--- src/rtl/acc_multi_if.sv ---
// acc_multi request/result/side-read bundle.
// master drives requests; slave is the accumulator.
interface acc_multi_if #(
  parameter int WIDTH = 8,
  parameter int CH_W  = 2
);
  logic             in_valid;
  logic [CH_W-1:0]  in_ch;
  logic [1:0]       op;
  logic [WIDTH-1:0] accin;
  logic             cin;
  logic             out_valid;
  logic [CH_W-1:0]  out_ch;
  logic [WIDTH-1:0] accout;
  logic             cout;
  logic             ovf;
  logic [CH_W-1:0]  rd_ch;
  logic [WIDTH-1:0] rd_data;
  logic             rd_ovf;

  modport master (
    output in_valid, in_ch, op, accin, cin, rd_ch,
    input  out_valid, out_ch, accout, cout, ovf,
    input  rd_data, rd_ovf
  );

  modport slave (
    input  in_valid, in_ch, op, accin, cin, rd_ch,
    output out_valid, out_ch, accout, cout, ovf,
    output rd_data, rd_ovf
  );
endinterface

--- src/rtl/acc_multi.sv ---
// Multi-channel accumulator: add/sub/load/clr per channel,
// optional unsigned saturation and sticky overflow flags.
module acc_multi #(
  parameter int WIDTH    = 8,
  parameter int CHANNELS = 4,
  parameter int CH_W     = 2,
  parameter int SATURATE = 1
) (
  input logic        clk,
  input logic        clear_n,
  acc_multi_if.slave bus
);

  localparam logic [1:0] OP_ADD = 2'b00;
  localparam logic [1:0] OP_SUB = 2'b01;
  localparam logic [1:0] OP_LD  = 2'b10;

  logic [WIDTH-1:0] r_acc [CHANNELS];
  logic [CHANNELS-1:0] r_ovf;
  logic             r_out_valid;
  logic [CH_W-1:0]  r_out_ch;
  logic [WIDTH-1:0] r_accout;
  logic             r_cout;
  logic             r_ovf_out;

  logic             w_hit;
  logic [WIDTH-1:0] w_cur;
  logic             w_cur_ovf;
  logic [WIDTH:0]   w_raw;
  logic             w_cout;
  logic [WIDTH-1:0] w_res;
  logic             w_ovf_new;
  logic [WIDTH-1:0] w_rd;
  logic             w_rd_ovf;

  assign w_hit = bus.in_valid &&
    ({1'b0, bus.in_ch} < (CH_W+1)'(CHANNELS));

  always_comb begin
    w_cur     = '0;
    w_cur_ovf = 1'b0;
    w_rd      = '0;
    w_rd_ovf  = 1'b0;
    for (int i = 0; i < CHANNELS; i++) begin
      if (bus.in_ch == CH_W'(i)) begin
        w_cur     = r_acc[i];
        w_cur_ovf = r_ovf[i];
      end
      if (bus.rd_ch == CH_W'(i)) begin
        w_rd     = r_acc[i];
        w_rd_ovf = r_ovf[i];
      end
    end
  end

  always_comb begin
    w_raw     = '0;
    w_cout    = 1'b0;
    w_res     = '0;
    w_ovf_new = 1'b0;
    unique case (bus.op)
      OP_ADD: begin
        w_raw = {1'b0, w_cur} + {1'b0, bus.accin}
              + {{WIDTH{1'b0}}, bus.cin};
        w_cout = w_raw[WIDTH];
        w_res  = (w_cout && SATURATE != 0) ?
                 {WIDTH{1'b1}} : w_raw[WIDTH-1:0];
        w_ovf_new = w_cur_ovf | w_cout;
      end
      OP_SUB: begin
        // bit WIDTH of the extended difference is the borrow
        w_raw = {1'b0, w_cur} - {1'b0, bus.accin}
              - {{WIDTH{1'b0}}, bus.cin};
        w_cout = w_raw[WIDTH];
        w_res  = (w_cout && SATURATE != 0) ?
                 '0 : w_raw[WIDTH-1:0];
        w_ovf_new = w_cur_ovf | w_cout;
      end
      OP_LD: begin
        w_res = bus.accin;
      end
      default: begin
        w_res = '0;
      end
    endcase
  end

  always_ff @(posedge clk or negedge clear_n) begin
    if (!clear_n) begin
      for (int i = 0; i < CHANNELS; i++) r_acc[i] <= '0;
      r_ovf       <= '0;
      r_out_valid <= 1'b0;
      r_out_ch    <= '0;
      r_accout    <= '0;
      r_cout      <= 1'b0;
      r_ovf_out   <= 1'b0;
    end else begin
      r_out_valid <= w_hit;
      if (w_hit) begin
        for (int i = 0; i < CHANNELS; i++) begin
          if (bus.in_ch == CH_W'(i)) begin
            r_acc[i] <= w_res;
            r_ovf[i] <= w_ovf_new;
          end
        end
        r_out_ch  <= bus.in_ch;
        r_accout  <= w_res;
        r_cout    <= w_cout;
        r_ovf_out <= w_ovf_new;
      end
    end
  end

  assign bus.out_valid = r_out_valid;
  assign bus.out_ch    = r_out_ch;
  assign bus.accout    = r_accout;
  assign bus.cout      = r_cout;
  assign bus.ovf       = r_ovf_out;
  assign bus.rd_data   = w_rd;
  assign bus.rd_ovf    = w_rd_ovf;

endmodule

--- src/flat_wrapper.sv ---
// flat-port wrapper written by rule: the top's interface ports become plain ports
module acc_multi_flat 
#(
  parameter int WIDTH    = 8,
  parameter int CHANNELS = 4,
  parameter int CH_W     = 2,
  parameter int SATURATE = 1
)
  (clk, clear_n, bus_in_valid, bus_in_ch, bus_op, bus_accin, bus_cin, bus_rd_ch, bus_out_valid, bus_out_ch, bus_accout, bus_cout, bus_ovf, bus_rd_data, bus_rd_ovf);
  acc_multi_if #(.WIDTH(WIDTH), .CH_W(CH_W)) bus_i ();
  input logic clk;
  input logic clear_n;
  input wire logic [$bits(bus_i.in_valid)-1:0] bus_in_valid;
  input wire logic [$bits(bus_i.in_ch)-1:0] bus_in_ch;
  input wire logic [$bits(bus_i.op)-1:0] bus_op;
  input wire logic [$bits(bus_i.accin)-1:0] bus_accin;
  input wire logic [$bits(bus_i.cin)-1:0] bus_cin;
  input wire logic [$bits(bus_i.rd_ch)-1:0] bus_rd_ch;
  output wire logic [$bits(bus_i.out_valid)-1:0] bus_out_valid;
  output wire logic [$bits(bus_i.out_ch)-1:0] bus_out_ch;
  output wire logic [$bits(bus_i.accout)-1:0] bus_accout;
  output wire logic [$bits(bus_i.cout)-1:0] bus_cout;
  output wire logic [$bits(bus_i.ovf)-1:0] bus_ovf;
  output wire logic [$bits(bus_i.rd_data)-1:0] bus_rd_data;
  output wire logic [$bits(bus_i.rd_ovf)-1:0] bus_rd_ovf;
  assign bus_i.in_valid = bus_in_valid;
  assign bus_i.in_ch = bus_in_ch;
  assign bus_i.op = bus_op;
  assign bus_i.accin = bus_accin;
  assign bus_i.cin = bus_cin;
  assign bus_i.rd_ch = bus_rd_ch;
  assign bus_out_valid = bus_i.out_valid;
  assign bus_out_ch = bus_i.out_ch;
  assign bus_accout = bus_i.accout;
  assign bus_cout = bus_i.cout;
  assign bus_ovf = bus_i.ovf;
  assign bus_rd_data = bus_i.rd_data;
  assign bus_rd_ovf = bus_i.rd_ovf;
  acc_multi #(.WIDTH(WIDTH), .CHANNELS(CHANNELS), .CH_W(CH_W), .SATURATE(SATURATE)) u_core (.clk(clk), .clear_n(clear_n), .bus(bus_i));
endmodule
--- config.mk ---
export PLATFORM = sky130hd
export DESIGN_NAME = acc_multi_flat
export DESIGN_NICKNAME = d
export VERILOG_FILES = /design/src/rtl/acc_multi_if.sv /design/src/rtl/acc_multi.sv /design/src/flat_wrapper.sv
export SDC_FILE = /design/constraint.sdc
export NUM_CORES = 1
export LEC_CHECK = 0
export BUFFER_PORTS_ARGS = -buffer_cell sky130_fd_sc_hd__buf_2
export CAP_MARGIN = 20
export CORE_ASPECT_RATIO = 0.75
export CORE_MARGIN = 4
export CORE_UTILIZATION = 63
export DETAILED_ROUTE_END_ITERATION = 16
export HOLD_SLACK_MARGIN = 0.12
export PLACE_DENSITY = 0.84
export SLEW_MARGIN = 20
export SYNTH_ARGS = -nofsm -noshare
export SYNTH_HDL_FRONTEND = slang
export SYNTH_SLANG_ARGS = --single-unit
--- constraint.sdc ---
create_clock -name clk -period 5.26 [get_ports clk]
set_clock_uncertainty 0.2 [all_clocks]
set_input_delay 0.263 -clock clk [delete_from_list [all_inputs] [get_ports clk]]
set_output_delay 0.263 -clock clk [all_outputs]
set_load 0.005 [all_outputs]
**Word level (Yosys, flattened, before mapping)**

Cells that the tools add are included.

- Register bits: 49
- Bits in latches: 0
- Memory bits (writable): 0
- ROM bits: 0
- Input port bits: 18
- Output and inout port bits: 22
- Logic and storage cells: 55
- Memories kept: 0

- Add/subtract/negate cells: 4
- Multiply operators: 0
- Divide/modulo/power cells: 0
- $lt $le $gt $ge: 0
- Equality and inequality tests: 8
- Shift-type cells: 0
- Muxes and demuxes: 21
- Bitwise operators: 2
- Reductions and logical operators: 7

Operators by type and width:

| operator | number |
|---|---|
| 2-to-1 mux 8 bit | 10 |
| one-hot mux 8 bit (3 select lines) | 1 |
| == test 2 bit (second input constant) | 5 |
| adder 8 x 8 -> 9 bit | 1 |
| adder 9 x 1 -> 9 bit | 1 |
| subtractor 8 x 8 -> 9 bit | 1 |
| subtractor 9 x 1 -> 9 bit | 1 |
| 2-to-1 mux 1 bit | 8 |
| AND reduction 2 bit | 4 |
| == test 2 x 1 -> 1 bit (second input constant) | 3 |
| logical NOT 2 bit | 3 |
| one-hot mux 1 bit (2 select lines) | 2 |
| OR 1 bit | 2 |

**Longest topological paths before layout**

- Word-level depth: 9
- Gate-level depth with buffers: 12
- Mapped depth without buffers: 11

**Worst setup path before layout**

OpenSTA, ideal clock, no wires.

- Path type: input -> register
- From: input port bus_in_ch[0]
- To: register u_core.r_acc[27] in the netlist's numbering
- Setup time: 0.137 ns
- Arrival: 3.438 ns
- Data required time: 4.923 ns
- Slack: 1.485 ns
- Stages: 11
- Buffers on the path: 2
- Cells stage by stage: buf_1 -> mux4_2 -> fa_1 -> fa_1 -> a211oi_1 -> o21ai_0 -> o211ai_1 -> clkbuf_1 -> o311ai_0 -> a21oi_1 -> a21oi_1

- Word-level cells in the longest chain between the ends: 9
- Elaborated cells between the ends (all ways): 16
- Classes of those cells: add/sub (4); eq/ne (3); mux (7); reduce/logical (2)

Ends and longest elaborated chain:

| element | RTL line | text |
|---|---|---|
| start, declared | flat_wrapper.sv:14 | `input wire logic [$bits(bus_i.in_ch)-1:0] bus_in_ch;` |
| logical NOT 2 bit | acc_multi.sv:45, acc_multi.sv:101 |  |
| 2-to-1 mux 8 bit (4 in series) | acc_multi.sv:45 | `if (bus.in_ch == CH_W'(i)) begin` |
| subtractor 8 x 8 -> 9 bit / adder 8 x 8 -> 9 bit (equally long branches) | acc_multi.sv:72, acc_multi.sv:63 |  |
| subtractor 9 x 1 -> 9 bit / adder 9 x 1 -> 9 bit (equally long branches) | acc_multi.sv:73, acc_multi.sv:64 |  |
| 2-to-1 mux 8 bit (on tied branches) | acc_multi.sv:75, acc_multi.sv:66 |  |
| one-hot mux 8 bit (3 select lines) | acc_multi.sv:61 | `unique case (bus.op)` |
| end signal, assigned by index | acc_multi.sv:102 | `r_acc[i] <= w_res;` |
| end, declared | acc_multi.sv:18 | `logic [WIDTH-1:0] r_acc [CHANNELS];` |

Several ways; a longest one is shown, not always the timed one.
A chain may end at the register's enable or synchronous reset.

**Worst setup path after layout**

- From: input port bus_in_ch[0]
- To: register u_core.r_acc[11] in the netlist's numbering

- Word-level cells in the longest chain between the ends: 9
- Elaborated cells between the ends (all ways): 16
- Classes of those cells: add/sub (4); eq/ne (3); mux (7); reduce/logical (2)

Ends and longest elaborated chain:

| element | RTL line |
|---|---|
| logical NOT 2 bit | acc_multi.sv:45 |
| 2-to-1 mux 8 bit (4 in series) | acc_multi.sv:45 |
| subtractor 8 x 8 -> 9 bit / adder 8 x 8 -> 9 bit (equally long branches) | acc_multi.sv:72, acc_multi.sv:63 |
| subtractor 9 x 1 -> 9 bit / adder 9 x 1 -> 9 bit (equally long branches) | acc_multi.sv:73, acc_multi.sv:64 |
| 2-to-1 mux 8 bit (on tied branches) | acc_multi.sv:75, acc_multi.sv:66 |
| one-hot mux 8 bit (3 select lines) | acc_multi.sv:61 |

Several ways; a longest one is shown, not always the timed one.

==> insert_results.sql <==
INSERT INTO impl_metrics (metric_group, metric, value, unit) VALUES
('run_status', 'outcome', 'completed', ''),
('timing', 'rsz_0062_raised_after_global_routing', 'no', ''),
('clocking', 'cts-hold-fix-buffers', '2', ''),
('power', 'total_leakage_power', '1.572', 'nW'),
('timing', 'worst_pin_slew', '0.9725', 'ns'),
('floorplan', 'die_height', '69.50', 'um'),
('layout', 'nFillCells', '356', ''),
('floorplan', 'die_extent_in_x', '90.00', 'um'),
('clocking', 'tritoncts', 'yes', ''),
('timing', 'accumulated_negative_setup_slack', '0', 'ns'),
('clocking', 'h-tree-depth', '2', ''),
('detailed_routing', 'route.detailed.drc', '0', ''),
('clocking', 'cts_setup_buffers', '0', ''),
('synthesis', 'synth_adder_area_share', '10.00', '%'),
('clocking', 'clock_tree.buffer_depth', '2', ''),
('synthesis', 'synthDistinctLibCells', '47', ''),
('synthesis', 'dominant_combinational_cell_family_by_area_after_synthesis', 'compound AO/OA/AOI/OAI gates', ''),
('synthesis', 'synth-async-reset-ratio', '100.0', '%'),
('detailed_routing', 'initialDrtViolationCount', '246', ''),
('timing', 'achievable-frequency', '255.0', 'MHz'),
('critical_path', 'worst_r2r_startpoint', 'u_core.r_acc[0]', ''),
('layout', 'final_nets', '389', ''),
('clocking', 'numCtsBuffers', '5', ''),
('power', 'ir_drop', '0.2631', 'mV'),
('detailed_routing', 'firstDrtPassIters', '5', ''),
('hold_path', 'worstHoldPathType', 'in -> reg', ''),
('run', 'max-cap-violations', '0', ''),
('global_routing', 'grt_start_max_net_pins', '50', ''),
('placed_design', 'gp_congestion', '0.9454', ''),
('synthesis', 'nets_in_the_synthesized_netlist', '357', ''),
('timing', 'finalMaxSlewViolations', '0', ''),
('critical_path', 'worst-r2r-cell-count', '9', ''),
('layout', 'diodes', '0', ''),
('critical_path', 'critical_path.n_buffers_inverters', '1', ''),
('critical_path', 'criticalPathCategory', 'in -> reg', ''),
('detailed_routing', 'ant_nets', '0', ''),
('hold_path', 'holdPathStages', '5', ''),
('floorplan', 'placementRows', '22', ''),
('timing', 'post-route-period-util', '74.55', '%'),
('timing', 'finalSetupViolations', '0', ''),
('placed_design', 'io_buffers', '39', ''),
('synthesis', 'synth_area_per_cell', '10.05', 'sq um'),
('critical_path', 'cp.required', '5.21', 'ns'),
('critical_path', 'worst-r2r-setup-slack', '1.36', 'ns'),
('timing', 'period_needed', '3.922', 'ns'),
('synthesis', 'synth-edff-count', '0', ''),
('detailed_routing', 'routed_wire_length_per_instance', '19.41', 'um'),
('global_routing', 'gr-usage-all-layers', '25.80', '%'),
('synthesis', 'synth_compound_area_share', '17.64', '%'),
('timing', 'report.final.hold_viol_count', '0', ''),
('synthesis', 'postSynthRegisterBits', '49', ''),
('hold_path', 'min_from', 'bus_accin[6]', ''),
('detailed_routing', 'total_wire_length', '7.938', 'mm'),
('global_routing', 'grt_first_pass_wirelength', '12.85', 'mm'),
('floorplan', 'design.core.area', '4872', 'sq um'),
('global_routing', 'grt_pass1_vias', '2585', ''),
('critical_path', 'worstPathCellList', 'buf_2 > mux4_2 > fa_1 > fa_1 > a211oi_1 > o21ai_0 > o211ai_1 > o311ai_0 > a21oi_1 > a21oi_1', ''),
('synthesis', 'synth-warning-count', '0', ''),
('layout', 'multi_input_comb_area', '1826', 'sq um'),
('layout', 'final-seq-area', '1226', 'sq um'),
('clocking', 'clockRootBuffer', 'clkbuf_8', ''),
('synthesis', 'seq_area_frac_synth', '38.60', '%'),
('critical_path', 'cp_slowest_cell', 'mux4_2', ''),
('critical_path', 'timing.critical_path.max_delay_family', 'compound AO/OA/AOI/OAI gates', ''),
('layout', 'drive_above_1_share', '22.06', '%'),
('detailed_routing', 'dr_total_vias', '2657', ''),
('layout', 'synthToLayoutAreaGrowth', '11.38', '%'),
('floorplan', 'dieArea', '6254', 'sq um'),
('power', 'power_density', '500.6', 'nW/um^2'),
('floorplan', 'floorplan.io_pins', '40', ''),
('clocking', 'clock_latency_reported_for_the_late_side_of_the_worst_skew_pair', '0.30', 'ns');
[sequential cells by signal, indices dropped and copies added, names as in the netlist]
| signal | count |
|---|---|
| u_core.bus.out_ch | 2 |
| u_core.r_ovf | 4 |
| u_core.bus.accout | 8 |
| u_core.bus.ovf | 1 |
| u_core.bus.out_valid | 1 |
| u_core.r_acc | 32 |
| u_core.bus.cout | 1 |
[worst max path at each step]
stage | startpoint | slack [ns] | endpoint
finish | bus_in_ch[0] | 1.34 | u_core.r_acc[11]
global placement | bus_in_ch[0] | 1.23 | u_core.r_acc[11]
floorplan | bus_in_ch[0] | 1.49 | u_core.r_acc[27]
CTS | bus_in_ch[0] | 1.39 | u_core.r_acc[11]
detailed placement | bus_in_ch[0] | 1.07 | u_core.r_acc[11]
global route | bus_in_ch[0] | 1.02 | u_core.r_acc[24]
[layout by cell type (no fill, tap or decap), types with 2 or more instances in the layout]
cell type	synthesis	layout
dfrtp_1	49	49
nor2_1	49	48
a21oi_1	45	45
buf_2	0	38
inv_1	21	21
ha_1	19	19
mux4_2	18	18
a31oi_1	12	12
nand2_1	10	10
o21ai_0	10	10
mux2_2	6	6
xnor2_1	6	6
nand2b_1	5	5
clkbuf_8	0	5
a211oi_1	4	4
fa_1	4	4
nand3_1	3	3
a21o_1	3	3
and4_1	2	2
and3_1	2	2
a311oi_1	2	2
a21boi_0	2	2
nor4_1	2	2
xor2_1	2	2
dlygate4sd3_1	0	2
[power breakdown]
part           switching, mW  internal, mW
Sequential            0.0927         0.501
Combinational          0.497         0.407
Clock                  0.131         0.142
[logic make-up after synthesis]
group,after synthesis
adders and majority gates,23
and+or+nand+nor,82
AOI/OAI and AO/OA,92
muxes,25
xor gates and xnor gates,8
buffers and inverters,37
DFF,49
[routing by layer]
metal	GRT usage [%]	part of all wire, %	up-vias
li1	-	-	1209
met4	5.093	1.3	0
met1	35.38	43	1297
met2	42.75	48	135
met5	0	0	-
met3	5.965	7.0	16
[area by class of cell]
| cell class | count | area share [%] |
|---|---|---|
| Inverter | 21 | 2.228 |
| Clock buffer | 5 | 1.945 |
| Timing Repair Buffer | 41 | 6.153 |
| Sequential cell | 49 | 34.65 |
| Tap cell | 60 | 2.122 |
| Clock inverter | 3 | 1.308 |
| Multi-Input combinational cell | 230 | 51.59 |
[worst register-to-register path, delay by kind of cell, from the launching register on]
family                   cells  cell delay (ns)
flip-flops                   1             0.41
adder cells (fa/ha/maj)      2             0.88
multiplexers                 1             0.50
AO/OA/AOI/OAI                6             1.76
[Yosys cell counts (2+ instances only)]
| cell | count | share of area (%) |
|---|---|---|
| nand2b_1 | 5 | 0.98 |
| inv_1 | 21 | 2.5 |
| nand3_1 | 3 | 0.47 |
| a21oi_1 | 45 | 7.1 |
| o21ai_0 | 10 | 1.6 |
| and4_1 | 2 | 0.55 |
| clkbuf_1 | 11 | 1.3 |
| nor3b_1 | 2 | 0.47 |
| xnor2_1 | 6 | 1.7 |
| a311oi_1 | 2 | 0.55 |
| and3_1 | 2 | 0.39 |
| a211oi_1 | 4 | 0.95 |
| mux2_2 | 6 | 2.1 |
| a21boi_0 | 2 | 0.47 |
| nand2_1 | 10 | 1.2 |
| buf_1 | 5 | 0.59 |
| mux4_2 | 18 | 13 |
| a31oi_1 | 12 | 2.4 |
| dfrtp_1 | 49 | 39 |
| xor2_1 | 2 | 0.55 |
| a21o_1 | 3 | 0.71 |
| ha_1 | 19 | 7.5 |
| nor4_1 | 2 | 0.39 |
| nor2_1 | 49 | 5.8 |
| fa_1 | 4 | 2.5 |
[stage by stage]
stage / setup WS (ns) / power, mW / cells
2_1_floorplan: 1.485 / 1.222 / 316
3_3_place_gp: 1.228 / 1.442 / 399
3_5_place_dp: 1.069 / 1.482 / 399
4_1_cts: 1.395 / 1.760 / 409
5_1_grt: 1.015 / 1.899 / 409
6_report: 1.338 / 1.771 / 409
No activity file was read; power rests on OpenSTA's default activity.
